===== src/rtl/rs232_input_if.sv =====
// ============================================================================
// Module   : rs232_input_if
// Purpose  : Serial line input and received-byte status bundle for rs232_input.
// Revision : 1.0 - initial release
// ============================================================================
`default_nettype none

interface rs232_input_if;
    logic       i_rx;
    logic [7:0] o_data;
    logic       o_rx_done;
    logic       o_frame_err;
    logic       o_busy;

    // The receiver core sits on the slave side; whoever drives the line is master.
    modport slave (
        input  i_rx,
        output o_data,
        output o_rx_done,
        output o_frame_err,
        output o_busy
    );

    modport master (
        output i_rx,
        input  o_data,
        input  o_rx_done,
        input  o_frame_err,
        input  o_busy
    );
endinterface

`default_nettype wire


===== src/rtl/rs232_input.sv =====
// ============================================================================
// Module   : rs232_input
// Purpose  : 8N1 UART receiver with mid-bit sampling, glitch rejection and
//            stop-bit framing check.
// Revision : 1.0 - initial release
// ============================================================================
`default_nettype none

module rs232_input #(
    parameter logic [14:0] BPS_CNT_MAX = 15'd217,
    parameter logic [14:0] SAMPLE_PT   = BPS_CNT_MAX >> 1
) (
    input  wire logic       i_clk,
    input  wire logic       i_rst_n,
    rs232_input_if.slave    bus
);

    typedef enum logic [1:0] {
        IDLE  = 2'd0,
        START = 2'd1,
        DATA  = 2'd2,
        STOP  = 2'd3
    } state_t;

    state_t      r_state;
    logic        r_rx_meta;
    logic        r_rx_s;
    logic        r_rx_d;
    logic [14:0] r_bps_cnt;
    logic [2:0]  r_bit_idx;
    logic [7:0]  r_shift;
    logic [7:0]  r_data;
    logic        r_rx_done;
    logic        r_frame_err;
    logic        r_busy;

    logic        w_sample;
    logic        w_fall;

    assign w_sample = (r_bps_cnt == SAMPLE_PT);
    assign w_fall   = r_rx_d & ~r_rx_s;

    always_ff @(posedge i_clk) begin
        if (!i_rst_n) begin
            r_state     <= IDLE;
            r_rx_meta   <= 1'b1;
            r_rx_s      <= 1'b1;
            r_rx_d      <= 1'b1;
            r_bps_cnt   <= 15'd0;
            r_bit_idx   <= 3'd0;
            r_shift     <= 8'h00;
            r_data      <= 8'h00;
            r_rx_done   <= 1'b0;
            r_frame_err <= 1'b0;
            r_busy      <= 1'b0;
        end else begin
            r_rx_meta   <= bus.i_rx;
            r_rx_s      <= r_rx_meta;
            r_rx_d      <= r_rx_s;
            r_rx_done   <= 1'b0;
            r_frame_err <= 1'b0;

            if (r_state == IDLE) begin
                r_bps_cnt <= 15'd0;
                r_bit_idx <= 3'd0;
                if (w_fall) begin
                    r_state <= START;
                    r_busy  <= 1'b1;
                end
            end else begin
                if (r_bps_cnt == BPS_CNT_MAX - 15'd1)
                    r_bps_cnt <= 15'd0;
                else
                    r_bps_cnt <= r_bps_cnt + 15'd1;

                if (w_sample) begin
                    case (r_state)
                        START: begin
                            if (!r_rx_s) begin
                                r_state   <= DATA;
                                r_bit_idx <= 3'd0;
                            end else begin
                                r_state   <= IDLE;
                                r_bps_cnt <= 15'd0;
                                r_busy    <= 1'b0;
                            end
                        end
                        DATA: begin
                            r_shift[r_bit_idx] <= r_rx_s;
                            r_bit_idx          <= r_bit_idx + 3'd1;
                            if (r_bit_idx == 3'd7)
                                r_state <= STOP;
                        end
                        STOP: begin
                            // Leave at mid-stop-bit so a back-to-back start edge is seen.
                            if (r_rx_s) begin
                                r_data    <= r_shift;
                                r_rx_done <= 1'b1;
                            end else begin
                                r_frame_err <= 1'b1;
                            end
                            r_state   <= IDLE;
                            r_bps_cnt <= 15'd0;
                            r_busy    <= 1'b0;
                        end
                        default: begin
                            r_state <= IDLE;
                            r_busy  <= 1'b0;
                        end
                    endcase
                end
            end
        end
    end

    assign bus.o_data      = r_data;
    assign bus.o_rx_done   = r_rx_done;
    assign bus.o_frame_err = r_frame_err;
    assign bus.o_busy      = r_busy;

endmodule

`default_nettype wire

===== src/flat_wrapper.sv =====
// flat-port wrapper written by rule: the top's interface ports become plain ports
module rs232_input_flat 
#(
    parameter logic [14:0] BPS_CNT_MAX = 15'd217,
    parameter logic [14:0] SAMPLE_PT   = BPS_CNT_MAX >> 1
)
  (i_clk, i_rst_n, bus_i_rx, bus_o_data, bus_o_rx_done, bus_o_frame_err, bus_o_busy);
  rs232_input_if bus_i ();
  input  wire logic i_clk;
  input  wire logic i_rst_n;
  input wire logic [$bits(bus_i.i_rx)-1:0] bus_i_rx;
  output wire logic [$bits(bus_i.o_data)-1:0] bus_o_data;
  output wire logic [$bits(bus_i.o_rx_done)-1:0] bus_o_rx_done;
  output wire logic [$bits(bus_i.o_frame_err)-1:0] bus_o_frame_err;
  output wire logic [$bits(bus_i.o_busy)-1:0] bus_o_busy;
  assign bus_i.i_rx = bus_i_rx;
  assign bus_o_data = bus_i.o_data;
  assign bus_o_rx_done = bus_i.o_rx_done;
  assign bus_o_frame_err = bus_i.o_frame_err;
  assign bus_o_busy = bus_i.o_busy;
  rs232_input #(.BPS_CNT_MAX(BPS_CNT_MAX), .SAMPLE_PT(SAMPLE_PT)) u_core (.i_clk(i_clk), .i_rst_n(i_rst_n), .bus(bus_i));
endmodule

===== config.mk =====
export PLATFORM = sky130hd
export DESIGN_NAME = rs232_input_flat
export DESIGN_NICKNAME = d
export VERILOG_FILES = /design/src/rtl/rs232_input_if.sv /design/src/rtl/rs232_input.sv /design/src/flat_wrapper.sv
export SDC_FILE = /design/constraint.sdc
export NUM_CORES = 1
export LEC_CHECK = 0
export CORE_ASPECT_RATIO = 0.6
export CORE_UTILIZATION = 57
export CTS_CLUSTER_DIAMETER = 60
export DETAILED_ROUTE_END_ITERATION = 8
export GPL_TIMING_DRIVEN = 0
export PLACE_DENSITY = 0.84
export SLEW_MARGIN = 40
export SYNTH_ARGS = -nofsm -noshare
export SYNTH_HDL_FRONTEND = slang
export SYNTH_SLANG_ARGS = --single-unit

===== constraint.sdc =====
create_clock -name i_clk -period 2.1 [get_ports i_clk]
set_clock_uncertainty 0.15 [all_clocks]
set_input_delay 0.21 -clock i_clk [delete_from_list [all_inputs] [get_ports i_clk]]
set_output_delay 0.21 -clock i_clk [all_outputs]
set_load 0.01 [all_outputs]

==> key figures, run 1 <==
Final layout
  • Fin cells: 276
  • Antenna diode count: 0
  • Final instance area: 0.00226 sq mm
  • Fill cells: 267
  • Area Growth Syn to Fin: 16.3%
  • Layout cells sized above 1: 0.0866
  • Nets: 242

STA
  • Worst slew pin tran: 0.479 ns
  • Period utilization: 0.933
  • Setup ws final: 0.142 ns
  • # setup viols final: 0
  • Sum Neg Setup Slack: 0 ns
  • Final Max Slew Viols: 0
  • Worst slew margin: 0.680
  • Peak Freq: 511 MHz
  • RSZ-0062 raised after global routing: no
  • Final critical-path required period: 1.96 ns
  • Hold slack: 0.0804 ns
  • Final hold violations: 0

Pwr
  • Max VDD drop: 0.000481 V
  • Pwr/cell area: 643 mW/mm^2
  • P_leak: 0.749 nW

CTS
  • CTS tree: built
  • Num Clock Sinks: 42
  • H-tree depth: 2
  • Clk slew on worst S/H paths: 0.07 ns
  • Post-CTS Hold Buffers: 0
  • Clock latency on the worst-skew pair: 0.29 ns
  • Max Root-Sink Buffers: 2
  • Post-CTS setup buffers: 0
  • Num CTS Buffers: 5
  • Clock Root Buffer: clkbuf_8

Routing
  • Wire per inst: 13.9 um
  • DRC Markers: 0
  • First-pass iteration count of the detailed router: 4
  • 1st-iter DRT viols: 89
  • Routed Antenna Nets: 0
  • Routed Wire Length: 3.85 mm
  • Vias/cell: 5.51
  • Vias: 1521

Worst setup path
  • Reg2reg end: u_core.r_shift[6]
  • Critical path required time: 2.17 ns
  • Crit-path slowest cell: clkbuf_1
  • Critical path data arrival time: 2.03 ns
  • Worst Reg-to-Reg Cells: 6
  • Reg2Reg Setup Slack: 0.14 ns
  • Max incr delay on CP: 0.41 ns
  • CP Max Fanout: 10
  • Setup crit end: u_core.r_shift[6]
  • FF-to-FF Start: u_core.r_state[0]
  • CP Class: flip-flop to flip-flop
  • Crit path buf inv count: 2
  • CP startpoint kind: flip-flop
  • Crit path launch: u_core.r_state[0]
  • Crit. End Element: flip-flop
  • Worst path depth: 6
  • Delay-heaviest family, CP: buffers and inverters
  • Critical-path cell list: inv_1, ha_1, clkbuf_1, nand2_1, nor4_1, mux2i_1

Place
  • Post-placement setup slack: -0.0404 ns
  • GP Congestion: 0.879
  • DP Wirelength: 2.78 mm
  • IO buf count: 12
  • Cell Area, Placed: 0.00212 sq mm
  • Cells after DPL: 268

Logic synthesis
  • Register area share after synthesis: 0.432
  • Syn Std Cell Area: 0.00195 sq mm
  • Area share of the largest cell type after synthesis: 0.432
  • Post-synthesis register bit count: 42
  • Cell taking the most area after synthesis: dfxtp_1
  • Mapped Cells: 211
  • Syn Area/Cell: 9.22 sq um
  • Synthesized net count: 223
  • Synth area leaders: dfxtp_1 (43%), mux2i_1 (8.7%), ha_1 (5.8%)
  • Post-synth cell types: 36
  • Synthesis Warnings: 0

Min path
  • Worst hold stages: 2
  • Hold crit path type: primary input to flip-flop

Floorplan
  • Die W: 77.4 um
  • Total I/O pin count: 14
  • Die Ht: 47.3 um
  • Starting density of the core: 0.596
  • Site row count: 16
  • Die ar.: 0.00366 sq mm
  • CORE AREA: 0.00326 sq mm

GRT
  • Largest net degree at the start of global routing: 13
  • All-Layer GR Usage: 0.231
  • Number of global-route vias before repair: 1322
  • Initial antenna violation count: 0
  • First-pass GRT wire length: 6.39 mm
  • Total grt overflow: 0

Status
  • Status: completed

Job
  • Max Cap Viol: 0
==> kinds of logic after synthesis <==
logic type	count (synthesis)	share of synthesized area
buffers and inverters	16	0.0322
and+or+nand+nor	93	0.265
muxes	18	0.0932
DFF	42	0.432
xor gates and xnor gates	11	0.0495
AOI/OAI and AO/OA	22	0.0701
adders and majority gates	9	0.0579
==> layout by cell type, fill, tap and decap left out, types with 3 or more instances in the layout <==
cell type / instances
nor4_1: 7
and4_1: 4
xnor2_1: 4
o21ai_0: 6
xor2_1: 7
clkbuf_8: 8
nand2b_1: 3
nand3_1: 9
and3_1: 3
a21oi_1: 8
nor2_1: 16
nor3_1: 4
ha_1: 8
dfxtp_1: 42
inv_1: 9
mux2i_1: 17
nand4_1: 5
nand2_1: 28
or3_1: 3
clkdlybuf4s50_1: 12
clkbuf_1: 5
==> flip-flops by register name (all words and copies together), names as in the netlist <==
| register | cells |
|---|---|
| u_core.r_rx_meta | 1 |
| u_core.r_shift | 8 |
| u_core.bus.o_busy | 1 |
| u_core.r_rx_d | 1 |
| u_core.r_state | 2 |
| u_core.r_bps_cnt | 15 |
| u_core.bus.o_rx_done | 1 |
| u_core.bus.o_data | 8 |
| u_core.bus.o_frame_err | 1 |
| u_core.r_bit_idx | 3 |
| u_core.r_rx_s | 1 |
==> cells in the mapped netlist (all sizes together) <==
cell      n
a2111oi   1
buf       2
and3      3
nor4b     1
nand2b    3
mux2      1
nor3b     1
o211ai    2
inv       9
nand4     6
a41oi     1
xor2      7
o31ai     1
or3       3
a31oi     2
a21oi     8
nor2b     2
nor2     17
a21o      1
nand3     9
and4      4
nor4      8
ha        9
or4       1
clkbuf    5
nand3b    1
mux2i    17
nand2    28
nor3      6
o21ai     6
xnor2     4
dfxtp    42
==> stage by stage <==
step | total power, mW | util
5_1_grt | 1.51 | 0.693
4_1_cts | 1.46 | 0.686
6_report | 1.46 | 0.693
2_1_floorplan | 0.856 | -
3_5_place_dp | 0.872 | 0.650
3_3_place_gp | 0.870 | 0.650
==> timing repair <==
action | CTS | global route
endpoints found under the setup margin | 10 | 19
gates resized for setup | 1 | 6
pin swaps | 0 | 0
==> worst min path at each step <==
stage | start | end | slack, ns
2_1_floorplan | bus_i_rx | u_core.r_rx_meta | 0.16
3_3_place_gp | u_core.r_rx_meta | u_core.r_rx_s | 0.24
3_5_place_dp | u_core.r_rx_meta | u_core.r_rx_s | 0.26
4_1_cts | i_rst_n | u_core.r_rx_s | 0.06
5_1_grt | i_rst_n | u_core.r_rx_s | 0.10
6_report | i_rst_n | u_core.r_rx_s | 0.08
==> power breakdown <==
| part | internal [mW] | switching, mW |
|---|---|---|
| registers | 0.801 | 0.00538 |
| logic | 0.0175 | 0.0310 |
| clock network | 0.332 | 0.268 |
| total | 1.15 | 0.305 |
==> cell type report <==
cell class	count	area (sq um)	area share
clock buffers	8	110	0.0487
multi-input cells	153	1070	0.473
well taps	45	56.3	0.0249
inverters	9	33.8	0.0149
repair buffers	12	120	0.0531
flip-flops and latches	42	841	0.372
plain buffers	7	31.3	0.0138
==> metal layers <==
metal  global-route usage  routed length, um  vias to the layer above
met5                    0                  0                        -
met4               0.0679                 34                        0
met3               0.0583                164                        5
met2                0.329               1550                       27
met1                0.343               2100                      710
li1                     -                  -                      779
Note: power is estimated with default switching activity, not from simulation.
==> run 2, diff against run 1 <==
- CELL_PAD_IN_SITES_DETAIL_PLACEMENT: default -> 2
- CELL_PAD_IN_SITES_GLOBAL_PLACEMENT: default -> 2
- CORE_UTILIZATION: 57 -> 36
==> run 2 against run 1 <==
Net effect:
- utilization decreased by 25 points
- wire length increased by 30%
- combinational power increased by 12%
- setup slack got worse by 0.040 ns
- register-to-register slack got worse by 0.04 ns
- maximum frequency decreased by 2.0%
- non-clock buffer count increased by 1
- first-iteration DRC count decreased by 45%
==> key figures, run 2 (same netlist as run 1, synthesis figures left out) <==
Status
  • Status: completed

Worst setup path
  • CP startpoint kind: flip-flop
  • Crit. End Element: flip-flop
  • Critical path data arrival time: 2.04 ns
  • Reg2Reg Setup Slack: 0.10 ns
  • FF-to-FF Start: u_core.r_state[1]
  • Worst Reg-to-Reg Cells: 7
  • Reg2reg end: u_core.r_bps_cnt[6]
  • Critical path required time: 2.14 ns
  • CP Max Fanout: 10
  • CP Class: flip-flop to flip-flop

Final layout
  • Most frequent cells in the layout: dfxtp_1 (42), nand2_1 (28), mux2i_1 (17), nor2_1 (16), clkdlybuf4s50_1 (12)
  • Commonest non-fill, non-tap cell in the layout: dfxtp_1
  • Register with the most flip-flops: u_core.r_bps_cnt
  • Layout cells sized above 1: 0.0991
  • Final instance area: 0.00230 sq mm
  • Antenna diode count: 0
  • Nets: 243
  • Area Growth Syn to Fin: 18.0%
  • Number of flip-flops in the largest register: 15
  • Final core utilization: 0.448

STA
  • Final Max Slew Viols: 0
  • # setup viols final: 0
  • Worst slew pin tran: 0.531 ns
  • Period utilization: 0.952
  • Sum Neg Setup Slack: 0 ns
  • Final critical-path required period: 2.00 ns
  • Peak Freq: 500 MHz
  • Worst slew margin: 0.646
  • Final hold violations: 0

Routing
  • Vias: 1610
  • 1st-iter DRT viols: 49
  • Wire per inst: 16.7 um
  • First-pass iteration count of the detailed router: 4
  • Vias/cell: 5.40
  • DRC Markers: 0
  • Routed Wire Length: 4.98 mm
  • Routed Antenna Nets: 0

CTS
  • CTS tree: built
  • Clock latency on the worst-skew pair: 0.29 ns
  • Num CTS Buffers: 5
  • Max Root-Sink Buffers: 2
  • H-tree depth: 2
  • Post-CTS Hold Buffers: 0
  • Clock Root Buffer: clkbuf_8
  • Clk slew on worst S/H paths: 0.08 ns
  • Num Clock Sinks: 42

Min path
  • Hold crit path type: primary input to flip-flop
  • Min-delay src: i_rst_n
  • Worst hold stages: 2
  • WHS Endpoint: u_core.r_rx_meta

Pwr
  • P_leak: 0.751 nW
  • Pwr/cell area: 611 mW/mm^2
  • Max VDD drop: 0.000308 V

Place
  • Cell Area, Placed: 0.00215 sq mm
  • IO buf count: 12
  • GP Congestion: 0.750
  • DP Wirelength: 3.66 mm

GRT
  • First-pass GRT wire length: 8.22 mm
  • Largest net degree at the start of global routing: 13
  • Total grt overflow: 0
  • All-Layer GR Usage: 0.191
  • Initial antenna violation count: 0
  • Number of global-route vias before repair: 1606

Floorplan
  • Starting density of the core: 0.379
  • Die W: 96.9 um
  • Die ar.: 0.00571 sq mm
  • Die Ht: 58.9 um
  • Total I/O pin count: 14
  • CORE AREA: 0.00513 sq mm
  • Site row count: 20

Job
  • Max Cap Viol: 0
[run 2: changes by cell type in the layout (fill, tap and decap cells not counted), sizes merged]
cell / change
clkbuf: -1
clkinv: +1
buf: +1
[run 2: timing repair]
action / in CTS / in global routing
setup buffers: 0 / 1
endpoints found under the setup margin: 14 / 15
pin swaps: 0 / 1
resized for setup: 5 / 8
[run 2: through the flow]
| step | setup WS, ns | hold WS (ns) | std cells | power [mW] |
|---|---|---|---|---|
| finish | 0.101 | 0.0755 | 298 | 1.40 |
| global route | -0.0136 | 0.0906 | 298 | 1.47 |
| CTS | 0.00319 | 0.0670 | 297 | 1.42 |
| detailed placement | -0.285 | 0.250 | 289 | 0.877 |
| global placement | -0.167 | 0.240 | 289 | 0.873 |
| floorplan | 0.299 | 0.161 | 211 | 0.856 |
[run 2: metal layers]
metal | up-vias | GRT usage | share of wire
met1 | 797 | 0.272 | 0.54
met3 | 8 | 0.0499 | 0.028
li1 | 782 | - | -
met5 | - | 0 | 0
met2 | 23 | 0.279 | 0.42
met4 | 0 | 0.0682 | 0.012
[run 2: final cells by class]
class,instances,area (sq um)
buffer,7,38.8
inverter,9,33.8
timing repair buffer,13,128
clock buffer,7,86.3
tap,66,82.6
multi-input combinational,153,1080
clock inverter,1,5.00
sequential,42,841
fill,549,2830
[run 2: critical path, stage by stage, from the launching register on]
cell	delay [ns]
dfxtp_1	0.42
inv_1	0.11
ha_1	0.23
mux2_2	0.25
nand4_1	0.14
a31oi_4	0.30
buf_4	0.23
nor2_1	0.06
[run 2: how the worst max path moves through the flow]
stage / startpoint / endpoint / slack [ns] / cells after the start
detailed placement: u_core.r_state[1] / u_core.r_bps_cnt[6] / -0.29 / 7
global route: u_core.r_state[1] / u_core.r_bps_cnt[5] / -0.01 / 7
floorplan: u_core.r_state[1] / u_core.r_bps_cnt[10] / 0.30 / 7
CTS: u_core.r_state[1] / u_core.r_bps_cnt[6] / 0.003 / 7
finish: u_core.r_state[1] / u_core.r_bps_cnt[6] / 0.10 / 7
global placement: u_core.r_state[1] / u_core.r_bps_cnt[7] / -0.17 / 7
[run 2: power breakdown]
group / leakage [nW] / internal, mW / total [mW] / switching [mW]
Clock: 0.0482 / 0.265 / 0.542 / 0.276
Sequential: 0.339 / 0.801 / 0.807 / 0.00552
Combinational: 0.364 / 0.0196 / 0.0543 / 0.0347
Total: 0.751 / 1.09 / 1.40 / 0.316
==> run 3, diff against run 2 <==
- GPL_TIMING_DRIVEN: 0 -> default
- MAX_ROUTING_LAYER: default -> met4
==> run 3 against run 2 <==
Net effect:
- register-to-register slack lost 0.04 ns
- sequential share of layout area shrank 0.18 points
- critical path depth down 1
- sequential power hardly changed
- wire length rose by 3.2%
- maximum frequency is 1.9% lower
- first-iteration DRC count fell by 6.1%
- total power is 3.1% lower
- clock power shrank 8.1%
- combinational power is 2% lower
- die area unchanged
- flip-flop and latch count unchanged
- critical path type unchanged
==> key figures, run 3 (same netlist as run 1, synthesis figures left out) <==
GRT
  • Largest net degree at the start of global routing: 23
  • All-Layer GR Usage: 0.194
  • Total grt overflow: 0
  • Initial antenna violation count: 0
  • Number of global-route vias before repair: 1653
  • First-pass GRT wire length: 8.37 mm

Place
  • GP Congestion: 0.845
  • Cell Area, Placed: 0.00218 sq mm
  • DP Wirelength: 3.66 mm
  • IO buf count: 13
  • Cells after DPL: 290

STA
  • Final critical-path required period: 2.04 ns
  • Sum Neg Setup Slack: 0 ns
  • # setup viols final: 0
  • Final hold violations: 0
  • Period utilization: 0.970
  • Worst slew margin: 0.698
  • Final Max Slew Viols: 0
  • RSZ-0062 raised after global routing: yes
  • Peak Freq: 491 MHz
  • Worst slew pin tran: 0.451 ns

CTS
  • Max Root-Sink Buffers: 2
  • Num Clock Sinks: 42
  • Num CTS Buffers: 5
  • Clk slew on worst S/H paths: 0.08 ns
  • Clock Root Buffer: clkbuf_8
  • CTS tree: built
  • Clock latency on the worst-skew pair: 0.29 ns
  • H-tree depth: 2

Floorplan
  • Total I/O pin count: 14
  • Starting density of the core: 0.379
  • CORE AREA: 0.00513 sq mm
  • Die W: 96.9 um
  • Site row count: 20
  • Die Ht: 58.9 um
  • Die ar.: 0.00571 sq mm

Pwr
  • Comb pwr share: 0.039
  • Pwr/cell area: 589 mW/mm^2
  • Sequential share of power: 0.594
  • Sw frac: 0.231
  • NetSw: 314 uW
  • Int Pwr: 1.04 mW
  • Clock power frac: 0.367
  • P_leak: 0.802 nW
  • Max VDD drop: 0.000223 V
  • Post-route total power: 1.36 mW

Final layout
  • Final instance area: 0.00231 sq mm
  • Area Growth Syn to Fin: 18.6%
  • Layout cells sized above 1: 0.119
  • Nets: 247
  • Commonest non-fill, non-tap cell in the layout: dfxtp_1
  • Most frequent cells in the layout: dfxtp_1 (42), nand2_1 (28), mux2i_1 (17), nor2_1 (16), clkdlybuf4s50_1 (13)
  • Register with the most flip-flops: u_core.r_bps_cnt
  • Number of flip-flops in the largest register: 15
  • Fin cells: 301
  • Fill cells: 557
  • Antenna diode count: 0

Routing
  • First-pass iteration count of the detailed router: 4
  • Vias/cell: 5.33
  • Routed Antenna Nets: 0
  • Vias: 1605
  • Routed Wire Length: 5.14 mm
  • 1st-iter DRT viols: 46
  • Wire per inst: 17.1 um
  • DRC Markers: 0

Worst setup path
  • Critical path data arrival time: 2.11 ns
  • Critical path required time: 2.17 ns
  • FF-to-FF Start: u_core.r_bps_cnt[0]
  • Crit path launch: u_core.r_bps_cnt[0]
  • Crit. End Element: flip-flop
  • CP startpoint kind: flip-flop
  • CP Max Fanout: 7
  • CP Class: flip-flop to flip-flop
  • Reg2Reg Setup Slack: 0.06 ns

Job
  • Max Cap Viol: 0

Status
  • Status: completed

Min path
  • Min-delay src: u_core.r_rx_meta
  • Hold crit path type: flip-flop to flip-flop
## run 3: cell types whose count changed in the layout (fill, tap and decap cells not counted), moves of 2 or more
cell,before,now
buf_4,2,10
clkbuf_1,5,0
nor3_1,3,5
nor3_2,3,1
## run 3: layout make-up
class / count / area [sq um] / share of cell area
Clock buffer: 5 / 68.8 / 0.0298
Clock inverter: 2 / 10.0 / 0.00434
Inverter: 9 / 33.8 / 0.0146
Multi-Input combinational cell: 154 / 1070 / 0.462
Sequential cell: 42 / 841 / 0.364
Tap cell: 66 / 82.6 / 0.0358
Timing Repair Buffer: 23 / 205 / 0.0889
## run 3: power by group through the flow
stage | sequential (mW) | combinational [mW] | clock (mW)
after detailed placement | 0.826 | 0.0519 | 0
after global placement | 0.825 | 0.0499 | 0
after CTS | 0.807 | 0.0529 | 0.516
after global routing | 0.808 | 0.0587 | 0.553
after floorplan | 0.825 | 0.0317 | 0
final | 0.807 | 0.0530 | 0.498
## run 3: stage by stage
step                hold slack (ns)  setup slack, ns  utilization
finish                        0.263           0.0630        0.450
floorplan                     0.161            0.299            -
global route                  0.275          -0.0666        0.450
detailed placement            0.249           0.0898        0.425
CTS                           0.267           0.0566        0.441
global placement              0.239            0.173        0.425
## run 3: final timing paths
kind / endpoint / cells past startpoint
max: u_core.r_shift[3] / 6
min: u_core.r_rx_s / 1
max reg2reg: u_core.r_shift[3] / 6
min reg2reg: u_core.r_rx_s / 1
## run 3: worst max-delay path: stages, from the launching register on
cell and delay [ns]:
dfxtp_1 0.36, inv_1 0.07, ha_1 0.17, and4_1 0.32
nand4_2 0.25, nor4_1 0.41, mux2i_1 0.22
## run 3: repair_timing
item	4_1_cts	5_1_grt
hold buffers	0	0
buffers inserted	0	3
gates resized for setup	0	3
endpoints found under the setup margin	0	16
## run 3: metal layers
metal  global-route usage  vias to the layer above  routed length [um]
met3               0.0463                        2                 181
met5                    -                        -                   0
met1                0.269                      785                2730
met2                0.294                       21                2220
met4               0.0320                        0                   6
li1                     -                      797                   -
